## src/rtl/maple_pkg.sv

```systemverilog
// Shared types and constants for the Maple bus receiver.
package maple_pkg;

  typedef enum logic [2:0] {
    ST_HUNT,
    ST_IDLE,
    ST_START,
    ST_DATA,
    ST_END
  } state_t;

  typedef enum logic {
    PH_A,
    PH_B
  } phase_t;

  typedef enum logic [1:0] {
    ERR_EDGE    = 2'd0,
    ERR_START   = 2'd1,
    ERR_ALIGN   = 2'd2,
    ERR_TIMEOUT = 2'd3
  } err_code_t;

  localparam int unsigned START_PULSES = 4;
  localparam int unsigned BYTE_CNT_W   = 11;

endpackage

```

## src/rtl/maple_edge_sync.sv

```systemverilog
// Two-flop synchronizer plus edge detector for one Maple line.
// The fall/rise pulses are registered so that level and edges line up in the
// same cycle; level is the previous-value register.
module maple_edge_sync (
  input  logic clk,
  input  logic rst,
  input  logic in_raw,
  output logic level,
  output logic fall,
  output logic rise
);

  logic s1_q, s2_q, prev_q;
  logic fall_q, rise_q;
  logic fall_d, rise_d;

  // Edge detection between the synced level and its previous value.
  always_comb begin
    fall_d = prev_q & ~s2_q;
    rise_d = ~prev_q & s2_q;
  end

  // Synchronizer chain and registered edge pulses; idle line is high.
  always_ff @(posedge clk) begin
    if (rst) begin
      s1_q   <= 1'b1;
      s2_q   <= 1'b1;
      prev_q <= 1'b1;
      fall_q <= 1'b0;
      rise_q <= 1'b0;
    end else begin
      s1_q   <= in_raw;
      s2_q   <= s1_q;
      prev_q <= s2_q;
      fall_q <= fall_d;
      rise_q <= rise_d;
    end
  end

  assign level = prev_q;
  assign fall  = fall_q;
  assign rise  = rise_q;

endmodule

```

## src/rtl/maple_rx.sv

```systemverilog
// Maple bus receiver: start-pattern detection, two-phase data decoding,
// end-pattern detection and error reporting.
// Optional feature: define MAPLE_RX_CHECKSUM_EN to build the running XOR
// check that drives checksum_ok; otherwise checksum_ok is tied low.
module maple_rx
  import maple_pkg::*;
#(
  parameter int unsigned TIMEOUT_CYCLES = 4096,
  parameter int unsigned IDLE_MIN       = 32
) (
  input  logic                  clk,
  input  logic                  rst,
  input  logic                  enable,
  input  logic                  in_p1,
  input  logic                  in_p5,
  output logic [7:0]            rx_data,
  output logic                  rx_valid,
  output logic                  frame_start,
  output logic                  frame_end,
  output logic                  err,
  output logic [1:0]            err_code,
  output logic [BYTE_CNT_W-1:0] byte_count,
  output logic                  busy,
  output logic                  checksum_ok
);

  localparam int unsigned TCNT_W = (TIMEOUT_CYCLES > 2) ? $clog2(TIMEOUT_CYCLES) : 1;
  localparam int unsigned IDLE_W = (IDLE_MIN > 2) ? $clog2(IDLE_MIN) : 1;
  localparam logic [TCNT_W-1:0] TCNT_LAST = TCNT_W'(TIMEOUT_CYCLES - 1);
  localparam logic [IDLE_W-1:0] IDLE_LAST = IDLE_W'(IDLE_MIN - 1);

  logic l1, l5, fall1, fall5, rise1, rise5;

  maple_edge_sync u_sync_p1 (
    .clk   (clk),
    .rst   (rst),
    .in_raw(in_p1),
    .level (l1),
    .fall  (fall1),
    .rise  (rise1)
  );

  maple_edge_sync u_sync_p5 (
    .clk   (clk),
    .rst   (rst),
    .in_raw(in_p5),
    .level (l5),
    .fall  (fall5),
    .rise  (rise5)
  );

  state_t                  state_q, state_d;
  phase_t                  phase_q, phase_d;
  logic [2:0]              pcnt_q, pcnt_d;
  logic [2:0]              bit_cnt_q, bit_cnt_d;
  logic [7:0]              shreg_q, shreg_d;
  logic [7:0]              rx_data_q, rx_data_d;
  logic                    rx_valid_q, rx_valid_d;
  logic                    frame_start_q, frame_start_d;
  logic                    frame_end_q, frame_end_d;
  logic                    err_q, err_d;
  err_code_t               err_code_q, err_code_d;
  logic [BYTE_CNT_W-1:0]   byte_count_q, byte_count_d;
  logic                    busy_q, busy_d;
  logic [IDLE_W-1:0]       idle_cnt_q, idle_cnt_d;
  logic [TCNT_W-1:0]       tcnt_q, tcnt_d;

  logic      any_edge;
  logic      raise;
  err_code_t raise_code;
  logic      shift_en;
  logic      shift_bit;

  // Next-state and output decode; errors and bit shifts are collected as
  // flags and applied once after the state case so every path shares them.
  always_comb begin
    state_d       = state_q;
    phase_d       = phase_q;
    pcnt_d        = pcnt_q;
    bit_cnt_d     = bit_cnt_q;
    shreg_d       = shreg_q;
    rx_data_d     = rx_data_q;
    err_code_d    = err_code_q;
    byte_count_d  = byte_count_q;
    idle_cnt_d    = '0;
    rx_valid_d    = 1'b0;
    frame_start_d = 1'b0;
    frame_end_d   = 1'b0;
    err_d         = 1'b0;
    raise         = 1'b0;
    raise_code    = ERR_EDGE;
    shift_en      = 1'b0;
    shift_bit     = 1'b0;

    any_edge = fall1 | fall5 | rise1 | rise5;
    if (state_q == ST_HUNT || state_q == ST_IDLE || any_edge) begin
      tcnt_d = '0;
    end else begin
      tcnt_d = tcnt_q + TCNT_W'(1);
    end

    if (!enable) begin
      state_d = ST_HUNT;
    end else begin
      unique case (state_q)
        ST_HUNT: begin
          if (l1 && l5) begin
            if (idle_cnt_q == IDLE_LAST) begin
              state_d = ST_IDLE;
            end else begin
              idle_cnt_d = idle_cnt_q + IDLE_W'(1);
            end
          end
        end
        ST_IDLE: begin
          if (fall1 && l5) begin
            state_d = ST_START;
            pcnt_d  = '0;
          end
        end
        default: begin
          if (fall1 && fall5) begin
            raise      = 1'b1;
            raise_code = ERR_EDGE;
          end else if (!any_edge && tcnt_q == TCNT_LAST) begin
            raise      = 1'b1;
            raise_code = ERR_TIMEOUT;
          end else begin
            case (state_q)
              ST_START: begin
                if (fall5 && pcnt_q != 3'd7) begin
                  pcnt_d = pcnt_q + 3'd1;
                end
                if (rise1) begin
                  if (pcnt_q == 3'(START_PULSES)) begin
                    frame_start_d = 1'b1;
                    byte_count_d  = '0;
                    state_d       = ST_DATA;
                    phase_d       = PH_A;
                    bit_cnt_d     = '0;
                  end else begin
                    raise      = 1'b1;
                    raise_code = ERR_START;
                  end
                end
              end
              ST_DATA: begin
                if (phase_q == PH_A) begin
                  if (fall1) begin
                    shift_en  = 1'b1;
                    shift_bit = l5;
                    phase_d   = PH_B;
                  end
                end else if (fall1 && !l5) begin
                  // End pattern is only legal one bit into a fresh byte.
                  if (bit_cnt_q == 3'd1) begin
                    state_d = ST_END;
                  end else begin
                    raise      = 1'b1;
                    raise_code = ERR_ALIGN;
                  end
                end else if (fall5) begin
                  shift_en  = 1'b1;
                  shift_bit = l1;
                  phase_d   = PH_A;
                end
              end
              ST_END: begin
                if (fall1 || fall5) begin
                  raise      = 1'b1;
                  raise_code = ERR_ALIGN;
                end else if (rise5 && l1) begin
                  frame_end_d = 1'b1;
                  state_d     = ST_IDLE;
                end
              end
              default: ;
            endcase
          end
        end
      endcase
    end

    if (shift_en) begin
      shreg_d   = {shreg_q[6:0], shift_bit};
      bit_cnt_d = bit_cnt_q + 3'd1;
      if (bit_cnt_q == 3'd7) begin
        rx_data_d  = shreg_d;
        rx_valid_d = 1'b1;
        if (byte_count_q != '1) begin
          byte_count_d = byte_count_q + BYTE_CNT_W'(1);
        end
      end
    end

    if (raise) begin
      err_d      = 1'b1;
      err_code_d = raise_code;
      state_d    = ST_HUNT;
    end

    busy_d = (state_d == ST_START) || (state_d == ST_DATA) || (state_d == ST_END);
  end

  // Receiver state and registered outputs.
  always_ff @(posedge clk) begin
    if (rst) begin
      state_q       <= ST_HUNT;
      phase_q       <= PH_A;
      pcnt_q        <= '0;
      bit_cnt_q     <= '0;
      shreg_q       <= '0;
      rx_data_q     <= '0;
      rx_valid_q    <= 1'b0;
      frame_start_q <= 1'b0;
      frame_end_q   <= 1'b0;
      err_q         <= 1'b0;
      err_code_q    <= ERR_EDGE;
      byte_count_q  <= '0;
      busy_q        <= 1'b0;
      idle_cnt_q    <= '0;
      tcnt_q        <= '0;
    end else begin
      state_q       <= state_d;
      phase_q       <= phase_d;
      pcnt_q        <= pcnt_d;
      bit_cnt_q     <= bit_cnt_d;
      shreg_q       <= shreg_d;
      rx_data_q     <= rx_data_d;
      rx_valid_q    <= rx_valid_d;
      frame_start_q <= frame_start_d;
      frame_end_q   <= frame_end_d;
      err_q         <= err_d;
      err_code_q    <= err_code_d;
      byte_count_q  <= byte_count_d;
      busy_q        <= busy_d;
      idle_cnt_q    <= idle_cnt_d;
      tcnt_q        <= tcnt_d;
    end
  end

  assign rx_data     = rx_data_q;
  assign rx_valid    = rx_valid_q;
  assign frame_start = frame_start_q;
  assign frame_end   = frame_end_q;
  assign err         = err_q;
  assign err_code    = err_code_q;
  assign byte_count  = byte_count_q;
  assign busy        = busy_q;

`ifdef MAPLE_RX_CHECKSUM_EN
  logic [7:0] xor_q, xor_d;
  logic       cks_ok_q, cks_ok_d;

  // Running XOR of the frame's bytes, judged when the end pattern completes.
  always_comb begin
    xor_d    = xor_q;
    cks_ok_d = cks_ok_q;
    if (frame_start_d) begin
      xor_d    = '0;
      cks_ok_d = 1'b0;
    end
    if (rx_valid_d) begin
      xor_d = xor_q ^ rx_data_d;
    end
    if (frame_end_d) begin
      cks_ok_d = (xor_q == 8'h00);
    end
  end

  // Checksum state.
  always_ff @(posedge clk) begin
    if (rst) begin
      xor_q    <= '0;
      cks_ok_q <= 1'b0;
    end else begin
      xor_q    <= xor_d;
      cks_ok_q <= cks_ok_d;
    end
  end

  assign checksum_ok = cks_ok_q;
`else
  assign checksum_ok = 1'b0;
`endif

endmodule

```

## config.mk

```make
export PLATFORM = sky130hd
export DESIGN_NAME = maple_rx
export DESIGN_NICKNAME = d
export VERILOG_FILES = /design/src/rtl/maple_pkg.sv /design/src/rtl/maple_edge_sync.sv /design/src/rtl/maple_rx.sv
export SDC_FILE = /design/constraint.sdc
export NUM_CORES = 1
export LEC_CHECK = 0
export ABC_AREA = 1
export BUFFER_PORTS_ARGS = -buffer_cell sky130_fd_sc_hd__buf_2
export CAP_MARGIN = 25
export CORE_MARGIN = 4
export CORE_UTILIZATION = 53
export DETAILED_ROUTE_END_ITERATION = 7
export PLACE_DENSITY = 0.76
export SYNTH_ARGS = -nofsm -noshare
export SYNTH_HDL_FRONTEND = slang
export SYNTH_HIERARCHICAL = 1
export SYNTH_SLANG_ARGS = --single-unit
export TNS_END_PERCENT = 1
```

## constraint.sdc

```tcl
create_clock -name clk -period 1.6 [get_ports clk]
set_input_delay 0.4 -clock clk [delete_from_list [all_inputs] [get_ports clk]]
set_output_delay 0.4 -clock clk [all_outputs]
set_load 0.03 [all_outputs]
```

---- Word-level counts from Yosys, hierarchy flattened ----
Index checks and enable logic that the tools add are counted.
storage, ports and cells
  flip-flop bits (word level) ............. 70
  input bits .............................. 5
  logic and storage cells ................. 195
cells by class
  add/subtract/negate cells ............... 5
  equal/unequal tests ..................... 22
  mux-type cells .......................... 90
  bitwise logic cells ..................... 21
  reduce and logical (&&, ||, !) cells .... 32
operators by type and width
  kind                                                  count
  2-to-1 mux 11 bit                                     10
  2-to-1 mux 3 bit                                      27
  2-to-1 mux 1 bit                                      39
  AND reduction 7 bit                                   3
  2-to-1 mux 2 bit                                      8
  OR reduction 8 bit                                    2
  inverter 1 bit                                        14
  nonzero test 2 bit                                    7
  adder 12 x 1 -> 12 bit (second input constant)        1
  equality test 12 bit (second input constant)          1
  equality test 3 x 2 -> 1 bit (second input constant)  4
  equality test 3 bit (second input constant)           4
  one-hot mux 3 bit (2 select lines)                    2
  adder 11 x 1 -> 11 bit (second input constant)        1
  != test 11 bit (second input constant)                1
  != test 2 bit (second input constant)                 5
  one-hot mux 3 bit (3 select lines)                    1
  logical AND 1 bit                                     7
  adder 3 x 1 -> 3 bit (second input constant)          2
  equality test 3 x 1 -> 1 bit (second input constant)  2
  != test 2 x 1 -> 1 bit (second input constant)        3
  one-hot mux 2 bit (3 select lines)                    1
  OR reduction 2 bit                                    3
  adder 5 x 1 -> 5 bit (second input constant)          1
  11 further kinds                                      21

---- Logic depth before layout (Yosys ltp) ----
Gate-level depths: netlist of run 1.
  depth after elaboration ................. 13
  gate-level depth with buffers ........... 13
  mapped depth without buffers ............ 13

---- By module ----
The synthesis of run 1 kept the hierarchy.
modules (own cells, without submodules)
  module           times used  cells an instance  area each (um^2)
  maple_rx         1           402                2,935.3
  maple_edge_sync  2           14                 138.9

---- Worst setup path before layout of run 1 ----
No wires, ideal clock.
  path kind ............................... register to register
  from .................................... register byte_count_q[0], in the netlist byte_count[0]
  to ...................................... register byte_count_q[0], in the netlist byte_count[0]
  setup time .............................. 0.125 ns
  data arrival time ....................... 1.748 ns
  slack ................................... -0.273 ns
  cell stages (with the launch flop) ...... 12
  path buffers ............................ 1
  period minus slack after synthesis ...... 1.873 ns
  cells stage by stage .................... dfxtp_1 ha_1 nand2_1 nor2_2 nand2_1 nor3_2 nand2_2 nand2_4 buf_6 nand2_1 nand2_1 nor2_2
between the ends
  longest elaborated chain between the ends .. 10
  elaborated cells on any way between the ends .. 12
  classes of those cells .................. 1 x add/sub; 1 x eq/ne; 10 x mux
ends and longest elaborated chain
  element                   RTL line         RTL
  start: declaration        maple_rx.sv:63   logic [BYTE_CNT_W-1:0] byte_count_q, byte_count_d;
  start signal: assignment  maple_rx.sv:235  byte_count_q <= byte_count_d;
  2-to-1 mux 11 bit         maple_rx.sv:135  if (pcnt_q == 3'(START_PULSES)) begin
  2-to-1 mux 11 bit         maple_rx.sv:134  if (rise1) begin
  2-to-1 mux 11 bit         maple_rx.sv:129  case (state_q)
  2-to-1 mux 11 bit         maple_rx.sv:125  end else if (!any_edge && tcnt_q == TCNT_LAST) begin
  2-to-1 mux 11 bit         maple_rx.sv:122  if (fall1 && fall5) begin
  2-to-1 mux 11 bit         maple_rx.sv:105  unique case (state_q)
  2-to-1 mux 11 bit         maple_rx.sv:102  if (!enable) begin
  2-to-1 mux 11 bit         maple_rx.sv:190  if (byte_count_q != '1) begin
  2-to-1 mux 11 bit         maple_rx.sv:187  if (bit_cnt_q == 3'd7) begin
  2-to-1 mux 11 bit (*)     maple_rx.sv:184  if (shift_en) begin
Every way passes the cells marked *; elsewhere a longest branch is shown, timed or not.
A chain may end at the register's enable or synchronous reset.

---- Worst setup path after layout of run 1 ----
  from .................................... register tcnt_q[1]
  to ...................................... register busy_q, in the netlist busy
between the ends
  longest elaborated chain between the ends .. 10
  elaborated cells on any way between the ends .. 16
  classes of those cells .................. 4 x eq/ne; 9 x mux; 3 x reduce/logical
ends and longest elaborated chain
  element                                                                        RTL line         RTL
  start: declaration                                                             maple_rx.sv:66   logic [TCNT_W-1:0] tcnt_q, tcnt_d;
  start signal: assignment                                                       maple_rx.sv:238  tcnt_q <= tcnt_d;
  equality test 12 bit (*)                                                       maple_rx.sv:125
  logical AND 1 bit (*)                                                          maple_rx.sv:125
  2-to-1 mux 3 bit / 2-to-1 mux 1 bit (equally long branches)                    maple_rx.sv:125
  2-to-1 mux 3 bit / 2-to-1 mux 1 bit (equally long branches)                    maple_rx.sv:122
  one-hot mux 3 bit (2 select lines) / 2-to-1 mux 1 bit (equally long branches)  maple_rx.sv:105
  2-to-1 mux 3 bit / 2-to-1 mux 1 bit (equally long branches)                    maple_rx.sv:102
  2-to-1 mux 3 bit (*)                                                           maple_rx.sv:196  if (raise) begin
  equality test 3 x 2 -> 1 bit                                                   maple_rx.sv:202  busy_d = (state_d == ST_START) || (state_d == ST_DATA) || (state_d == ST_END);
  logical OR 1 bit                                                               maple_rx.sv:202
  logical OR 1 bit (*)                                                           maple_rx.sv:202
  end signal: assignment                                                         maple_rx.sv:236  busy_q <= busy_d;
  end: declaration                                                               maple_rx.sv:64   logic busy_q, busy_d;
Marked as above.

==> results of run 1 <==
## registers in the layout, indices dropped and copies added, names as in the netlist, 2 cells and up
signal,flops
pcnt_q,3
tcnt_q,12
rx_data,8
byte_count,11
shreg_q,7
err_code,2
idle_cnt_q,5
state_q,3
bit_cnt_q,3
## routing by layer
metal / track usage (%) / share of wire (%) / routed length, um / vias to the layer above
met5: 0 / 0 / 0 / -
met4: 7.19 / 2.3 / 167 / 0
met3: 5.19 / 4.1 / 301 / 18
met2: 33.7 / 50 / 3660 / 60
met1: 23.4 / 44 / 3220 / 1335
li1: - / - / - / 1515
## kinds of logic after synthesis
family / count (synthesis) / synth area share (%)
AND/OR/NAND/NOR: 200 / 29.1
AO/OA/AOI/OAI: 77 / 13.0
flip-flops: 70 / 43.6
buffers and inverters: 64 / 8.10
adder cells (fa/ha/maj): 10 / 3.89
XOR/XNOR: 8 / 2.18
other: 1 / 0.117
## power by group
group          total (mW)  internal, mW  switching [mW]
clock                1.74          1.04           0.695
sequential           1.76          1.75         0.00709
combinational      0.0819        0.0249          0.0570
total                3.57          2.81           0.759
## path summary, 6_finish.rpt
path	from	end	slack, ns	depth (start not counted)
setup / recovery	tcnt_q[1]	busy	0.008	12
hold / removal	in_p5	u_sync_p5/s1_q	0.23	2
setup reg to reg	tcnt_q[1]	busy	0.008	12
hold reg to reg	u_sync_p5/s1_q	u_sync_p5/s2_q	0.41	1
## synthesized netlist by cell type (3+ instances only)
cell,number
nand4_1,3
nor3_2,3
inv_1,52
a21oi_1,36
nand2_2,3
xor2_1,8
nor2_4,4
o21ai_0,26
inv_2,4
o21a_1,6
ha_1,10
nor2_1,48
or2_1,4
nand2_1,89
clkbuf_1,4
dfxtp_1,70
nand3_1,33
## layout make-up
class                      count  area share (%)
tap                           75            2.26
multi-input combinational    297            42.4
clock buffer                   9            2.98
clock inverter                 7            2.92
inverter                      56            5.12
sequential                    70            34.3
timing repair buffer          63            9.96
## repair_timing
item                                    CTS  global route
cloned                                    0             1
endpoints found under the setup margin   14            33
pin swaps                                 6            19
setup buffers                             5             7
gates resized for setup                   8            53
## worst max-delay path, delay by kind of cell (launching register included)
kind,cells,cell delay [ns]
buf+inv,2,0.20
simple gates,8,0.73
fa+ha+maj,1,0.15
flops,1,0.36
compound gates,1,0.11
==> results.md, run 1 <==
* Status: complete, no violations
* Dpl cell area at 3610 sq um
* Worst-path cell chain: ha_4 > nand2_4 > inv_4 > nand2_4 > nor2_4 > a21oi_4 > buf_6 > nand2_2 > nand3b_1 > nor2_1 > nand3_1 > nand2_1
* Die span in x at between 80 and 90 um
* Post-layout min period at about 1.6 ns
* CTS buffer count at 9
* First-pass GRT wire length at between 10,000 and 15,000 um
* Worst Path Required at 1.90 ns
* Lkg Pwr at around 1.9 nW
* Placement Rows at 28
* Post-synthesis sequential area ratio at 43.6%
* Gpl congestion at roughly 0.8
* Max stage delay cell, worst path: dfxtp_2
* Max rail drop VDD at between 700 and 800 uV
* Total chip power at between 3 and 4 mW
* Final setup fails at 0
* CP Max Fanout at 4
* # fillers at 458
* RSZ-0062 raised after global routing: true
* Yosys reg bits at 70
* Synth Cell Area at around 3200 sq um
* Initial DRC count at 161
* Crit path DAT at 1.89 ns
* Port buffer count at 30
* Crit start category: flip-flop
* WHS at between 0.2 and 0.25 ns
* DIE HEIGHT at 85.9 um
* Fin area at 4160 sq um
* Asr flop ratio synth at 0%
* Synth top area cells: dfxtp_1 44%, nand2_1 10%, inv_1 6.1%
* Syn_nets at 445
* Pwr dens at 859 nW/um^2
* Finished Core Util at 70.6%
* Syn avg cell area at 7.47 sq um
* IO Count at 32
* Total GRT Usage at 19.6%
* Nets at 512
* Area Overhead vs Synth at 29.4%
* Yosys top cell by area: dfxtp_1
* Multi-input gate area at around 1800 sq um
* Clock transition at path regs at approximately 0.090 ns
* Global route overflow at 0
* PnR worst setup slack at roughly 0.0075 ns
* Residual DRC at 0
* WL final at 7360 um
* Synth top area share at between 40% and 50%
* CTS tree: built
* Most used DFF post-synth: dfxtp_1
* Synth warn at 6
* DR vias/cell at 5.07
* Final period util at between 90 and 100%
* Share of layout cells above drive strength 1 at 31.1%
* Seq. cell area at 1430 sq um
* Final std cells w/o fill at approximately 580
* Post-synth EDFFs at 0
* H-tree Lvls at 3
* Max Slew Vio Count at 0
* Highest Clock Rate at 628 MHz
* CORE AREA at about 5900 sq um
* Sum Neg Setup Slack at 0 ns
* Kind of critical path: reg -> reg
* Hpwl dp at just under 5000 um
* Clock Skew at ~0.012 ns
* Initial Utilization at between 50% and 60%
* Drt pass-1 iters at 4
* Hold Path Class: in -> reg
* Cell mode on critical path: nand2_4
* Setup WS pre-CTS at -0.0558 ns
* Most common cell after layout, fill and taps aside: nand2_1
* Max_cap viols at 0
* Die ar. at 7370 sq um
* CP Capture Type: flip-flop
* CP peak stage delay at 0.36 ns
* CTS Root Cell: clkbuf_8
* Vias in the first global route at roughly 2,800
* Post-route ant nets at 0
* CTS Buffer Depth at 2
* Worst-skew pair later-pin latency at 0.35 ns
* Antenna violations before repair at 0
* Largest net degree at the start of global routing at 22
* Via Count at 2,928
* Most frequent cells in the layout: 81 x nand2_1, 53 x dfxtp_1, 50 x inv_1
* Placed Cells incl. Taps at around 550
* Post-synthesis cell type count at 37
* Hold_buf cts at 0
* Avg WL per Cell at 12.7 um
* Final Hold Viols at 0
* CTS Sinks at 70
* Post-synthesis cell count at 430
* N_diodes at 0
Note: power is estimated with default switching activity, not from simulation.
==> run 2: changes to the inputs <==
--- a/config.mk
+++ b/config.mk
@@ -10,6 +10,7 @@
 export CAP_MARGIN = 25
 export CORE_MARGIN = 4
 export CORE_UTILIZATION = 53
+export CTS_BUF_LIST = sky130_fd_sc_hd__clkbuf_16
 export DETAILED_ROUTE_END_ITERATION = 7
 export PLACE_DENSITY = 0.76
 export SYNTH_ARGS = -nofsm -noshare
==> results.md, run 2 (same netlist as run 1, synthesis figures left out) <==
* Failing checks: negative setup slack
* Clock transition at path regs at 0.06 ns
* R2R cell count at 10
* Hold Path End: u_sync_p5/s1_q
* CTS Buffer Depth at 2
* Crit start category: flip-flop
* Clk network pwr share at between 50% and 60%
* Hold path start: in_p5
* Share of layout cells above drive strength 1 at 29.7%
* Switch Pwr at between 0.8 and 0.9 mW
* CP startpoint: state_q[2]
* Origin of the critical flop-to-flop path: state_q[2]
* Top reg by flops: tcnt_q
* Initial DRC count at 199
* Max stage delay cell, worst path: dfxtp_2
* Gpl congestion at 0.821
* Kind of critical path: reg -> reg
* Cell mode on critical path: buf_4
* R2R Setup Slk at -0.03 ns
* Avg WL per Cell at 13.3 um
* RSZ-0062 raised after global routing: true
* Global route overflow at 0
* Most common cell after layout, fill and taps aside: nand2_1
* Die span in x at 85.9 um
* Worst Path Required at 1.82 ns
* Post-route ant nets at 0
* WL final at 7610 um
* Residual DRC at 0
* CTS buffer count at 9
* Worst-path cell chain: inv_2 > nand2_2 > nor2_4 > nand4_4 > nor2_8 > buf_4 > buf_4 > nand3_1 > nand2_1 > nor2_2
* Dpl cell area at between 3000 and 4000 sq um
* WP depth at 10
* CP Max Fanout at 7
* Crit path DAT at 1.85 ns
* Port buffer count at 30
* Status: complete, but fails checks
* Via Count at 3,004
* Number of flip-flops in the largest register at 12
* DIE HEIGHT at roughly 86 um
* IO Count at 32
* Finished Core Util at 71.2%
* Sw Share at between 20% and 30%
* Vias in the first global route at approximately 2,900
* CP peak stage delay at roughly 0.34 ns
* CORE AREA at 5890 sq um
* N_diodes at 0
* Die ar. at between 7000 and 8000 sq um
* Max_cap viols at 0
* Drt pass-1 iters at 4
* Clock Skew at approximately 0.0085 ns
* Highest Clock Rate at ~610 MHz
* Post-layout min period at 1.63 ns
* Most frequent cells in the layout: 82 x nand2_1, 52 x dfxtp_1, 50 x inv_1
* Placement Rows at 28
* Pwr dens at 986 nW/um^2
* Flop pwr share at 42.5%
* Worst-skew pair later-pin latency at about 0.33 ns
* Fin area at 4190 sq um
* PnR worst setup slack at -0.0309 ns
* Max Slew Vio Count at 0
* Internal power at ~3.3 mW
* Reg2reg end: byte_count[0]
* Antenna violations before repair at 0
* H-tree Lvls at 3
* Max rail drop VDD at 640 uV
* Hpwl dp at 4880 um
* Placed Cells incl. Taps at around 550
* DR vias/cell at between 5 and 6
* Total GRT Usage at 20.5%
* Final Hold Viols at 0
* WHS at 0.250 ns
* Critical path buffers and inverters at 3
* CTS Sinks at 70
* Final setup fails at 2
* CP top delay family: simple AND/OR/NAND/NOR gates
* Hold Path Class: in -> reg
* Nets at 509
* Combinational share of power at 2.0%
* First-pass GRT wire length at 12,200 um
* Initial Utilization at 54.6%
* Area Overhead vs Synth at 30.4%
* Hold_buf cts at 0
* CTS Root Cell: clkbuf_16
* Final std cells w/o fill at 574
* Hold Path Stages at 2
* CP Capture Type: flip-flop
* CTS tree: built
* Largest net degree at the start of global routing at 22
* Lkg Pwr at 1.88 nW
* Final period util at 102%
==> run 2: cell type report <==
cell class | count | area (sq um)
Clock buffer | 9 | 225
Inverter | 56 | 215
Tap cell | 75 | 93.8
Timing Repair Buffer | 60 | 379
Multi-Input combinational cell | 297 | 1730
Fill cell | 450 | 1700
Clock inverter | 7 | 121
Sequential cell | 70 | 1430
==> run 2: per-layer routing <==
layer  track usage (%)  wire length [um]
met5                 0                 0
met4              9.21               176
met3              5.57               343
met2              34.7              3800
met1              24.0              3300
==> run 2: worst reg2reg max path: cells and delay by family (launching register included) <==
kind          cells  cell delay, ns
simple gates      7            0.84
flops             1            0.34
buf+inv           3            0.32
==> run 2: power by group through the flow <==
stage               registers, mW  logic [mW]  clock network, mW
floorplan                    1.79      0.0465                  0
global placement             1.80      0.0734                  0
detailed placement           1.80      0.0757                  0
CTS                          1.76      0.0777               2.31
global route                 1.76      0.0901               2.39
finish                       1.76      0.0815               2.29
==> run 2: timing repair <==
item,in CTS,in global routing
setup buffers,2,7
cloned,0,1
resized for setup,12,44
endpoints found under the setup margin,19,32
pin swaps,6,15
==> run 2: how the worst max path moves through the flow <==
| stage | slack, ns | to |
|---|---|---|
| final | -0.03 | byte_count[0] |
| after global routing | -0.11 | byte_count[0] |
| after CTS | -0.008 | busy |
| after detailed placement | -0.06 | byte_count[8] |
| after global placement | 0.03 | busy |
| after floorplan | -0.04 | byte_count[0] |
==> run 2: stage by stage <==
stage	setup WS, ns	setup TNS (ns)	power (mW)
after floorplan	-0.0418	-0.0418	1.84
after global placement	0.0259	0	1.87
after detailed placement	-0.0558	-0.182	1.87
after CTS	-0.00837	-0.00837	4.14
after global routing	-0.113	-1.36	4.24
final	-0.0309	-0.0457	4.13
